### src/rtl/wb_trace_fifo_if.sv
// Writeback trace bus: the writeback strobe going into the trace FIFO and the
// FWFT head/status coming out of it.
interface wb_trace_fifo_if #(
    parameter int DEPTH = 8,
    parameter int SEQ_W = 16
);
    localparam int CNT_W = $clog2(DEPTH) + 1;

    logic             wb_en;
    logic [4:0]       wb_reg;
    logic [31:0]      wb_data;
    logic             out_valid;
    logic             out_ready;
    logic [4:0]       out_reg;
    logic [31:0]      out_data;
    logic [SEQ_W-1:0] out_seq;
    logic [CNT_W-1:0] count;
    logic             full;
    logic [7:0]       overflow_cnt;

    modport master (
        output wb_en, wb_reg, wb_data, out_ready,
        input  out_valid, out_reg, out_data, out_seq, count, full, overflow_cnt
    );

    modport slave (
        input  wb_en, wb_reg, wb_data, out_ready,
        output out_valid, out_reg, out_data, out_seq, count, full, overflow_cnt
    );
endinterface

### src/rtl/wb_trace_fifo.sv
// Trace FIFO for register writebacks: tags each non-r0 write with a sequence
// number and presents the oldest entry first-word-fall-through.
module wb_trace_fifo #(
    parameter int DEPTH = 8,   // power of two, >= 2
    parameter int SEQ_W = 16
) (
    input logic            clk,
    input logic            rst_n,
    wb_trace_fifo_if.slave bus
);
    localparam int PTR_W = $clog2(DEPTH);
    localparam int CNT_W = PTR_W + 1;
    localparam int ENT_W = 5 + 32 + SEQ_W;
    localparam logic [CNT_W-1:0] DEPTH_C = CNT_W'(DEPTH);

    logic [ENT_W-1:0] mem_reg [DEPTH];
    logic [PTR_W-1:0] wr_ptr_reg;
    logic [PTR_W-1:0] rd_ptr_reg;
    logic [CNT_W-1:0] count_reg;
    logic [SEQ_W-1:0] seq_reg;
    logic [7:0]       ovf_reg;

    logic             qual;
    logic             pop;
    logic             push;
    logic             drop;
    logic             not_empty;
    logic             is_full;
    logic [ENT_W-1:0] head_entry;

    assign not_empty = (count_reg != '0);
    assign is_full   = (count_reg == DEPTH_C);
    assign qual      = bus.wb_en && (bus.wb_reg != 5'd0);
    assign pop       = not_empty && bus.out_ready;
    // A full FIFO still accepts a write when the head leaves in the same cycle.
    assign push      = qual && (!is_full || pop);
    assign drop      = qual && is_full && !pop;

    always_ff @(posedge clk) begin
        if (!rst_n) begin
            wr_ptr_reg <= '0;
            rd_ptr_reg <= '0;
            count_reg  <= '0;
            seq_reg    <= '0;
            ovf_reg    <= '0;
        end else begin
            if (push) wr_ptr_reg <= wr_ptr_reg + 1'b1;
            if (pop)  rd_ptr_reg <= rd_ptr_reg + 1'b1;
            case ({push, pop})
                2'b10:   count_reg <= count_reg + 1'b1;
                2'b01:   count_reg <= count_reg - 1'b1;
                default: count_reg <= count_reg;
            endcase
            // Dropped events still consume a tag so gaps in out_seq reveal losses.
            if (qual) seq_reg <= seq_reg + 1'b1;
            if (drop && (ovf_reg != 8'hFF)) ovf_reg <= ovf_reg + 1'b1;
        end
    end

    // Storage is unreset; the masked outputs below keep stale entries hidden.
    always_ff @(posedge clk) begin
        if (push && rst_n) mem_reg[wr_ptr_reg] <= {bus.wb_reg, bus.wb_data, seq_reg};
    end

    assign head_entry       = mem_reg[rd_ptr_reg];
    assign bus.out_valid    = not_empty;
    assign bus.out_reg      = not_empty ? head_entry[ENT_W-1 -: 5] : 5'd0;
    assign bus.out_data     = not_empty ? head_entry[SEQ_W +: 32] : 32'd0;
    assign bus.out_seq      = not_empty ? head_entry[SEQ_W-1:0] : '0;
    assign bus.count        = count_reg;
    assign bus.full         = is_full;
    assign bus.overflow_cnt = ovf_reg;
endmodule

### src/flat_wrapper.sv
// flat-port wrapper written by rule: the top's interface ports become plain ports
module wb_trace_fifo_flat 
#(
    parameter int DEPTH = 8,                        
    parameter int SEQ_W = 16
)
  (clk, rst_n, bus_wb_en, bus_wb_reg, bus_wb_data, bus_out_ready, bus_out_valid, bus_out_reg, bus_out_data, bus_out_seq, bus_count, bus_full, bus_overflow_cnt);
  wb_trace_fifo_if #(.DEPTH(DEPTH), .SEQ_W(SEQ_W)) bus_i ();
  input logic clk;
  input logic rst_n;
  input wire logic [$bits(bus_i.wb_en)-1:0] bus_wb_en;
  input wire logic [$bits(bus_i.wb_reg)-1:0] bus_wb_reg;
  input wire logic [$bits(bus_i.wb_data)-1:0] bus_wb_data;
  input wire logic [$bits(bus_i.out_ready)-1:0] bus_out_ready;
  output wire logic [$bits(bus_i.out_valid)-1:0] bus_out_valid;
  output wire logic [$bits(bus_i.out_reg)-1:0] bus_out_reg;
  output wire logic [$bits(bus_i.out_data)-1:0] bus_out_data;
  output wire logic [$bits(bus_i.out_seq)-1:0] bus_out_seq;
  output wire logic [$bits(bus_i.count)-1:0] bus_count;
  output wire logic [$bits(bus_i.full)-1:0] bus_full;
  output wire logic [$bits(bus_i.overflow_cnt)-1:0] bus_overflow_cnt;
  assign bus_i.wb_en = bus_wb_en;
  assign bus_i.wb_reg = bus_wb_reg;
  assign bus_i.wb_data = bus_wb_data;
  assign bus_i.out_ready = bus_out_ready;
  assign bus_out_valid = bus_i.out_valid;
  assign bus_out_reg = bus_i.out_reg;
  assign bus_out_data = bus_i.out_data;
  assign bus_out_seq = bus_i.out_seq;
  assign bus_count = bus_i.count;
  assign bus_full = bus_i.full;
  assign bus_overflow_cnt = bus_i.overflow_cnt;
  wb_trace_fifo #(.DEPTH(DEPTH), .SEQ_W(SEQ_W)) u_core (.clk(clk), .rst_n(rst_n), .bus(bus_i));
endmodule
### config.mk
export PLATFORM = sky130hd
export DESIGN_NAME = wb_trace_fifo_flat
export DESIGN_NICKNAME = d
export VERILOG_FILES = /design/src/rtl/wb_trace_fifo_if.sv /design/src/rtl/wb_trace_fifo.sv /design/src/flat_wrapper.sv
export SDC_FILE = /design/constraint.sdc
export NUM_CORES = 1
export LEC_CHECK = 0
export ABC_AREA = 1
export BUFFER_PORTS_ARGS = -buffer_cell sky130_fd_sc_hd__buf_2
export CORE_ASPECT_RATIO = 1.75
export CORE_MARGIN = 2
export CORE_UTILIZATION = 33
export DETAILED_ROUTE_END_ITERATION = 16
export GPL_ROUTABILITY_DRIVEN = 0
export HOLD_SLACK_MARGIN = 0.02
export PLACE_DENSITY_LB_ADDON = 0.08
export SLEW_MARGIN = 20
export SYNTH_ARGS = -nofsm -noshare
export SYNTH_HDL_FRONTEND = slang
export SYNTH_SLANG_ARGS = --single-unit
export TNS_END_PERCENT = 1
### constraint.sdc
create_clock -name clk -period 14.92 [get_ports clk]
set_input_delay 2.984 -clock clk [delete_from_list [all_inputs] [get_ports clk]]
set_output_delay 2.984 -clock clk [all_outputs]
set_load 0.02 [all_outputs]
==> results of run 1 <==
-- metal layers --
metal,wire length [µm],up-vias
li1,-,5528
met1,20300,5860
met2,24600,187
met3,1830,54
met4,974,0
met5,0,-
-- cell families (layout without fill, tap and decap cells) --
kind of cell | after synthesis | in the layout | share of synthesized area
DFF | 461 | 461 | 0.736
buffers and inverters | 131 | 249 | 0.0372
xor gates and xnor gates | 5 | 5 | 0.00239
AOI/OAI and AO/OA | 414 | 414 | 0.121
and+or+nand+nor | 458 | 458 | 0.0981
adders and majority gates | 7 | 7 | 0.00520
-- where the power goes --
part / leakage [nW] / internal [mW] / switching (mW)
registers: 4.12 / 1.43 / 0.0449
logic: 2.17 / 0.218 / 0.525
clock network: 0.728 / 0.683 / 0.485
total: 7.03 / 2.33 / 1.05
-- metrics by stage --
stage	hold slack, ns	util
final	0.465	0.380
after global routing	0.509	0.380
after CTS	0.469	0.380
after detailed placement	0.462	0.353
after global placement	0.446	0.352
after floorplan	0.433	-
-- area by class of cell --
cell class,count,share of cell area
inverters,42,0.00796
repair buffers,126,0.0334
multi-input cells,884,0.201
clock buffers,53,0.0563
clock inverters,28,0.0149
flip-flops and latches,461,0.645
well taps,696,0.0417
-- critical path: stages (launching register included) --
cell,delay (ns)
sky130_fd_sc_hd__dfxtp_4,0.59
sky130_fd_sc_hd__inv_6,0.75
sky130_fd_sc_hd__buf_4,0.90
sky130_fd_sc_hd__o21ai_0,0.17
sky130_fd_sc_hd__o22ai_1,0.16
sky130_fd_sc_hd__o21ai_1,0.08
sky130_fd_sc_hd__a31oi_1,0.36
sky130_fd_sc_hd__buf_2,0.24
-- synthesized netlist by cell type, types with 2 or more instances --
| master | instances |
|---|---|
| sky130_fd_sc_hd__ha_1 | 6 |
| sky130_fd_sc_hd__o21a_1 | 2 |
| sky130_fd_sc_hd__nor3b_1 | 2 |
| sky130_fd_sc_hd__buf_2 | 20 |
| sky130_fd_sc_hd__nor2_1 | 365 |
| sky130_fd_sc_hd__nand2_2 | 4 |
| sky130_fd_sc_hd__nor2_2 | 2 |
| sky130_fd_sc_hd__a21oi_1 | 23 |
| sky130_fd_sc_hd__buf_1 | 3 |
| sky130_fd_sc_hd__nand4_1 | 4 |
| sky130_fd_sc_hd__dfxtp_1 | 37 |
| sky130_fd_sc_hd__inv_2 | 11 |
| sky130_fd_sc_hd__xor2_1 | 4 |
| sky130_fd_sc_hd__o21ai_0 | 182 |
| sky130_fd_sc_hd__nand2_1 | 49 |
| sky130_fd_sc_hd__nor3_1 | 12 |
| sky130_fd_sc_hd__nand3_1 | 18 |
| sky130_fd_sc_hd__a31oi_1 | 54 |
| sky130_fd_sc_hd__inv_1 | 30 |
| sky130_fd_sc_hd__buf_12 | 2 |
| sky130_fd_sc_hd__clkbuf_1 | 46 |
| sky130_fd_sc_hd__o22ai_1 | 53 |
| sky130_fd_sc_hd__edfxtp_1 | 424 |
| sky130_fd_sc_hd__buf_6 | 17 |
| sky130_fd_sc_hd__o21ai_1 | 100 |
-- how the worst max path moves through the flow --
stage	startpoint	end	slack (ns)	cells past startpoint
final	flop	bus_out_data[6]	8.03	7
after floorplan	bus_wb_reg[0]	u_core.mem_reg[6][0]	7.30	6
after global routing	flop	bus_out_seq[9]	7.67	7
after CTS	flop	bus_out_data[6]	7.91	7
after detailed placement	flop	bus_out_data[6]	8.54	7
after global placement	flop	bus_out_data[6]	8.49	7
==> reports/metrics.json, run 1 <==
{
  "status": {
    "outcome": "finished clean"
  },
  "synth": {
    "ys_types": 31,
    "post_syn_area_um2": 18300,
    "avgSynthCellArea_um2": 12.4,
    "synth-warning-count": 0,
    "synth_top_cells_by_area": "sky130_fd_sc_hd__edfxtp_1 (70%), sky130_fd_sc_hd__nor2_1 (7.5%), sky130_fd_sc_hd__o21ai_0 (5.0%)",
    "synth_top_cell_area_share": 0.696,
    "synth_async_sr_flop_share": 0,
    "synth_nets": 1524,
    "synth_largest_area_cell": "sky130_fd_sc_hd__edfxtp_1",
    "ys_ff_latch": 461,
    "synth_enable_flop_cells": 424,
    "dominantRegCellSynth": "sky130_fd_sc_hd__edfxtp_1",
    "post_synth_inst_count": 1476,
    "synth_sequential_area_ratio": 0.736
  },
  "run": {
    "max_cap_viol": 0
  },
  "clocking": {
    "post_cts.resized_instances": 0,
    "cts.reportedPaths.clkPinSlew_ns": 0.06,
    "cts_buffer_depth": 3,
    "clock_tree.root_cell": "sky130_fd_sc_hd__clkbuf_16",
    "cts_tree": "done",
    "clock-sinks": 461,
    "cts_inserted_buffers": 45,
    "post_cts.repair.setup_buffers": 0,
    "cts_htree_levels": 2,
    "hold_fix_buffers_at_cts": 0,
    "clock_latency_ns": 0.57
  },
  "placement": {
    "io_buffers": 107,
    "hpwl_um": 24300,
    "dpl_worst_slack_ns": 8.54,
    "post-place-cells": 2209,
    "dpl_cell_area_um2": 19400
  },
  "floorplanning": {
    "core-area_um2": 55100,
    "pin_count": 108,
    "die-height_um": 316,
    "fp.dieW_um": 182,
    "start_util": 0.332,
    "placementRows": 114,
    "dieArea_um2": 57400
  },
  "global_routing": {
    "first_global_vias": 11891,
    "globalRouteMet1Util": 0.202,
    "grt_first_pass_wirelength_um": 72200,
    "globalRoute.totalOverflow": 0,
    "grt_util_met3": 0.0257,
    "global_routing_usage_summed_across_all_routing_layers": 0.166,
    "grt_busiest_layer": "met2",
    "grt_util_met2": 0.305,
    "grt_antenna_before_repair": 0,
    "grt_max_degree": 120
  },
  "min_path": {
    "worst_hold_path.num_cells": 2,
    "worst_hold_path_startpoint": "u_core.rd_ptr_reg[2]",
    "min-delay-path-class": "flop to flop"
  },
  "layout": {
    "final_cell_mix": "sky130_fd_sc_hd__edfxtp_1 (424), sky130_fd_sc_hd__nor2_1 (361), sky130_fd_sc_hd__o21ai_0 (182)",
    "areaGrowthSynthToFinish_pct": 14.2,
    "multi_input_gate_area_um2": 4190,
    "proportion_of_layout_cells_with_a_drive_suffix_above_1": 0.137,
    "most_common_library_cell_in_the_layout_ignoring_fill_and_taps": "sky130_fd_sc_hd__edfxtp_1",
    "antenna_cells_inserted": 0,
    "regArea_um2": 13500,
    "largest_register_ffs": 424,
    "final_cell_area_um2": 20900,
    "final_nets": 1608,
    "filler_cell_count": 5314,
    "instances_no_fill": 2290
  },
  "detailed_routing": {
    "detail_route.drc_violations": 0,
    "detail_route.first_pass.iterations": 4,
    "vias_per_cell": 5.08,
    "final_antenna_net_count": 0,
    "route.vias.total": 11629,
    "drt_iter0_markers": 709,
    "drt-wirelength-per-cell_um": 20.8,
    "postRouteWirelength_um": 47700
  },
  "sta": {
    "slew_violations": 0,
    "clock-skew-final_ns": 0.00948,
    "final_hold_viol_count": 0,
    "timing.final.setup_violations": 0,
    "max_freq_ghz": 0.145,
    "fin_ws_ns": 8.03,
    "grt_setup_unrepaired": "no",
    "timing.slew.headroom": 0.301,
    "final_min_period_over_clock_period": 0.462,
    "post-route-min-period_ns": 6.89,
    "tightest_slew_ns": 1.05,
    "finalSetupTns_ns": 0
  },
  "setup_path": {
    "ff2ff_path_depth": 7,
    "timing.critical_path.required_ns": 11.94,
    "critPathLaunchType": "flop",
    "worst-endpoint-arrival_ns": 3.91,
    "regToRegSetupSlack_ns": 11.67,
    "timing.setup.critical_path_class": "flop to primary output",
    "worst-path-max-fanout": 119,
    "regToRegEndpoint": "u_core.mem_reg[1][29]",
    "timing.rr.start": "u_core.bus.count[0]",
    "critPathCaptureType": "primary output"
  },
  "pwr": {
    "peak_supply_drop_uv": 162,
    "power_mw": 3.39,
    "power.density_cell_area_nw_per_um2": 162,
    "static-leakage-power_nw": 7.03
  }
}
Note: power is estimated with default switching activity, not from simulation.
==> run 2: changes to the inputs <==
clock period = 6 ns   (was 14.92 ns; I/O delays follow)
==> run 2 against run 1 <==
Net effect:
- clock power is 120% higher
- critical path depth stayed put
- total power is 140% higher
- sequential share of layout area is 0.17 points higher
- worst setup slack worse by 6.7 ns
- utilization is 0.10 points lower
- via count is 0.77% lower
- cell area is 0.27% lower
- largest power group unchanged
==> reports/metrics.json, run 2 (synthesis results as in run 1) <==
{
  "status": {
    "outcome": {"value": "finished clean", "change": "unchanged"}
  },
  "min_path": {
    "worst_hold_path_startpoint": {"value": "u_core.rd_ptr_reg[2]", "change": "unchanged"},
    "min-delay-path-class": {"value": "flop to flop", "change": "unchanged"},
    "worst_hold_path.num_cells": {"value": 2, "change": "unchanged"}
  },
  "clocking": {
    "clock-sinks": {"value": 461, "change": "unchanged"},
    "cts_htree_levels": {"value": 2, "change": "unchanged"},
    "cts_buffer_depth": {"value": 3, "change": "unchanged"},
    "hold_fix_buffers_at_cts": {"value": 0, "change": "unchanged"},
    "cts_tree": {"value": "done", "change": "unchanged"},
    "cts_inserted_buffers": {"value": 45, "change": "unchanged"},
    "clock_tree.root_cell": {"value": "sky130_fd_sc_hd__clkbuf_16", "change": "unchanged"},
    "cts.reportedPaths.clkPinSlew": {"value": 0.06, "unit": "ns", "change": "about the same"},
    "post_cts.resized_instances": {"value": 0, "change": "unchanged"},
    "clock_latency": {"value": 0.55, "unit": "ns", "change": "was 0.57 ns"},
    "post_cts.repair.setup_buffers": {"value": 0, "change": "unchanged"}
  },
  "layout": {
    "antenna_cells_inserted": {"value": 0, "change": "unchanged"},
    "final_nets": {"value": 1612, "change": "was 1608"},
    "proportion_of_layout_cells_with_a_drive_suffix_above_1": {"value": 0.132, "change": "was 0.137"},
    "regArea": {"value": 13500, "unit": "µm²", "change": "unchanged"},
    "final_cell_mix": {"value": "sky130_fd_sc_hd__edfxtp_1 (424), sky130_fd_sc_hd__nor2_1 (361), sky130_fd_sc_hd__o21ai_0 (182)", "change": "unchanged"},
    "final_cell_area": {"value": 20800, "unit": "µm²", "change": "was 20900 µm²"},
    "filler_cell_count": {"value": 5326, "change": "was 5314"},
    "areaGrowthSynthToFinish": {"value": 13.9, "unit": "%", "change": "was 14.2%"},
    "largest_register_ffs": {"value": 424, "change": "unchanged"},
    "most_common_library_cell_in_the_layout_ignoring_fill_and_taps": {"value": "sky130_fd_sc_hd__edfxtp_1", "change": "unchanged"},
    "multi_input_gate_area": {"value": 4190, "unit": "µm²", "change": "unchanged"}
  },
  "pwr": {
    "clkPwrFrac": {"value": 0.321, "change": "was 0.345"},
    "pwr-share-seq": {"value": 0.441, "change": "was 0.436"},
    "combinationalPowerShare": {"value": 0.238, "change": "was 0.219"},
    "p_switching": {"value": 2.61, "unit": "mW", "change": "was 1.05 mW"},
    "peak_supply_drop": {"value": 299, "unit": "µV", "change": "was 162 µV"},
    "static-leakage-power": {"value": 7.02, "unit": "nW", "change": "was 7.03 nW"},
    "power.density_cell_area": {"value": 394, "unit": "nW/µm²", "change": "was 162 nW/µm²"},
    "power.share.switching": {"value": 0.318, "change": "was 0.311"},
    "cell_internal_pwr": {"value": 5.60, "unit": "mW", "change": "was 2.33 mW"}
  },
  "placement": {
    "dpl_cell_area": {"value": 19500, "unit": "µm²", "change": "was 19400 µm²"},
    "dpl_worst_slack": {"value": 1.76, "unit": "ns", "change": "was 8.54 ns"},
    "hpwl": {"value": 24700, "unit": "µm", "change": "was 24300 µm"},
    "io_buffers": {"value": 107, "change": "unchanged"}
  },
  "setup_path": {
    "ff2ff_path_depth": {"value": 7, "change": "unchanged"},
    "regToRegSetupSlack": {"value": 3.05, "unit": "ns", "change": "was 11.67 ns"},
    "path_cells": {"value": "buf_4 -> buf_4 -> o21ai_0 -> o22ai_1 -> o21ai_1 -> a31oi_1 -> buf_2", "change": "was inv_6 -> buf_4 -> o21ai_0 -> o22ai_1 -> o21ai_1 -> a31oi_1 -> buf_2"},
    "timing.critical_path.required": {"value": 4.80, "unit": "ns", "change": "was 11.94 ns"},
    "timing.setup.critical_path_class": {"value": "flop to primary output", "change": "unchanged"},
    "worst_path_max_delay_cell": {"value": "sky130_fd_sc_hd__dfxtp_4", "change": "was sky130_fd_sc_hd__buf_4"},
    "timing.critical_path.slowest_cell_delay": {"value": 0.60, "unit": "ns", "change": "was 0.90 ns"},
    "cp_common_cell": "sky130_fd_sc_hd__buf_4",
    "worst-endpoint-arrival": {"value": 3.51, "unit": "ns", "change": "was 3.91 ns"},
    "critPathCaptureType": {"value": "primary output", "change": "unchanged"},
    "worst-path-max-fanout": {"value": 42, "change": "was 119"},
    "critPathLaunchType": {"value": "flop", "change": "unchanged"},
    "timing.rr.start": {"value": "u_core.bus.count[1]", "change": "was u_core.bus.count[0]"},
    "regToRegEndpoint": {"value": "u_core.mem_reg[3][28]", "change": "was u_core.mem_reg[1][29]"},
    "critical_path.n_buffers_inverters": {"value": 3, "change": "unchanged"},
    "crit_family": {"value": "buffers and inverters", "change": "unchanged"}
  },
  "detailed_routing": {
    "detail_route.drc_violations": {"value": 0, "change": "unchanged"},
    "route.vias.total": {"value": 11540, "change": "was 11.6k"},
    "vias_per_cell": {"value": 5.03, "change": "was 5.08"},
    "drt-wirelength-per-cell": {"value": 20.5, "unit": "µm", "change": "was 20.8 µm"},
    "postRouteWirelength": {"value": 47000, "unit": "µm", "change": "was 47700 µm"},
    "drt_iter0_markers": {"value": 611, "change": "was 709"},
    "met1_length": {"value": 19900, "unit": "µm", "change": "was 20300 µm"},
    "wl_met3": {"value": 1450, "unit": "µm", "change": "was 1830 µm"},
    "final_antenna_net_count": {"value": 0, "change": "unchanged"},
    "detail_route.first_pass.iterations": {"value": 4, "change": "unchanged"},
    "top_layer_used_by_detailed_routing": {"value": "met4", "change": "unchanged"},
    "met2_wirelength": {"value": 24700, "unit": "µm", "change": "was 24600 µm"}
  },
  "floorplanning": {
    "dieArea": {"value": 57400, "unit": "µm²", "change": "unchanged"},
    "pin_count": {"value": 108, "change": "unchanged"},
    "placementRows": {"value": 114, "change": "unchanged"},
    "start_util": {"value": 0.332, "change": "unchanged"},
    "die-height": {"value": 316, "unit": "µm", "change": "unchanged"},
    "fp.dieW": {"value": 182, "unit": "µm", "change": "unchanged"},
    "core-area": {"value": 55100, "unit": "µm²", "change": "unchanged"}
  },
  "sta": {
    "timing.slew.headroom": {"value": 0.303, "change": "was 0.301"},
    "finalSetupTns": {"value": 0, "unit": "ns", "change": "unchanged"},
    "slew_violations": {"value": 0, "change": "unchanged"},
    "final_min_period_over_clock_period": 0.785,
    "post-route-min-period_ns": 4.71,
    "grt_setup_unrepaired": {"value": "no", "change": "unchanged"},
    "worst_hold_slack": {"value": 0.467, "unit": "ns", "change": "was 0.465 ns"},
    "clock-skew-final": {"value": 0.0147, "unit": "ns", "change": "was 0.00948 ns"},
    "timing.final.setup_violations": {"value": 0, "change": "unchanged"},
    "fin_ws": {"value": 1.29, "unit": "ns", "change": "was 8.03 ns"},
    "final_hold_viol_count": {"value": 0, "change": "unchanged"},
    "max_freq_ghz": 0.212,
    "tightest_slew": {"value": 1.04, "unit": "ns", "change": "was 1.05 ns"}
  },
  "global_routing": {
    "first_global_vias": {"value": 11599, "change": "was 11.9k"},
    "grt_max_degree": {"value": 213, "change": "was 120"},
    "grt_first_pass_wirelength": {"value": 71400, "unit": "µm", "change": "was 72200 µm"},
    "grt_antenna_before_repair": {"value": 0, "change": "unchanged"},
    "global_routing_usage_summed_across_all_routing_layers": {"value": 0.163, "change": "was 0.166"},
    "globalRoute.totalOverflow": {"value": 0, "change": "unchanged"}
  },
  "run": {
    "max_cap_viol": {"value": 0, "change": "unchanged"}
  }
}
==> run 2: per-layer routing <==
layer / GRT usage / vias up
met2: 0.302 / 173
met3: 0.0223 / 59
met4: 0.0484 / 0
met1: 0.196 / 5771
li1: - / 5537
met5: 0 / -
==> run 2: worst max path at each step <==
stage | endpoint | slack (ns) | cells past startpoint
after floorplan | u_core.mem_reg[6][0] | 0.16 | 6
after global placement | bus_out_seq[0] | 1.76 | 7
after detailed placement | u_core.mem_reg[3][29] | 1.76 | 6
after CTS | bus_out_seq[0] | 1.17 | 7
after global routing | bus_out_seq[0] | 1.14 | 7
final | bus_out_seq[0] | 1.29 | 7
==> run 2: stage by stage <==
stage	utilization	std cells	total power, mW
3_3_place_gp	0.354	2211	5.68
5_1_grt	0.379	2292	8.61
2_1_floorplan	-	1476	5.00
3_5_place_dp	0.354	2211	5.68
6_report	0.379	2292	8.20
4_1_cts	0.378	2290	8.33
==> run 2: worst min-delay path, cell delays in order (launching register included) <==
cell and delay, ns:
sky130_fd_sc_hd__dfxtp_1 0.31, sky130_fd_sc_hd__inv_1 0.05, sky130_fd_sc_hd__a21oi_1 0.06
==> run 2: layout make-up <==
| class | instances | share of cell area |
|---|---|---|
| clock buffer | 57 | 0.0562 |
| timing repair buffer | 130 | 0.0389 |
| multi-input combinational | 884 | 0.201 |
| inverter | 42 | 0.00798 |
| sequential | 461 | 0.647 |
| clock inverter | 22 | 0.00708 |
| tap | 696 | 0.0418 |
==> run 2: power by group through the flow <==
| stage | clock network (mW) | logic, mW | registers, mW |
|---|---|---|---|
| 2_1_floorplan | 0 | 1.33 | 3.67 |
| 3_5_place_dp | 0 | 2.00 | 3.69 |
| 3_3_place_gp | 0 | 1.99 | 3.69 |
| 4_1_cts | 2.71 | 2.00 | 3.62 |
| 5_1_grt | 2.83 | 2.16 | 3.62 |
| 6_report | 2.63 | 1.96 | 3.62 |
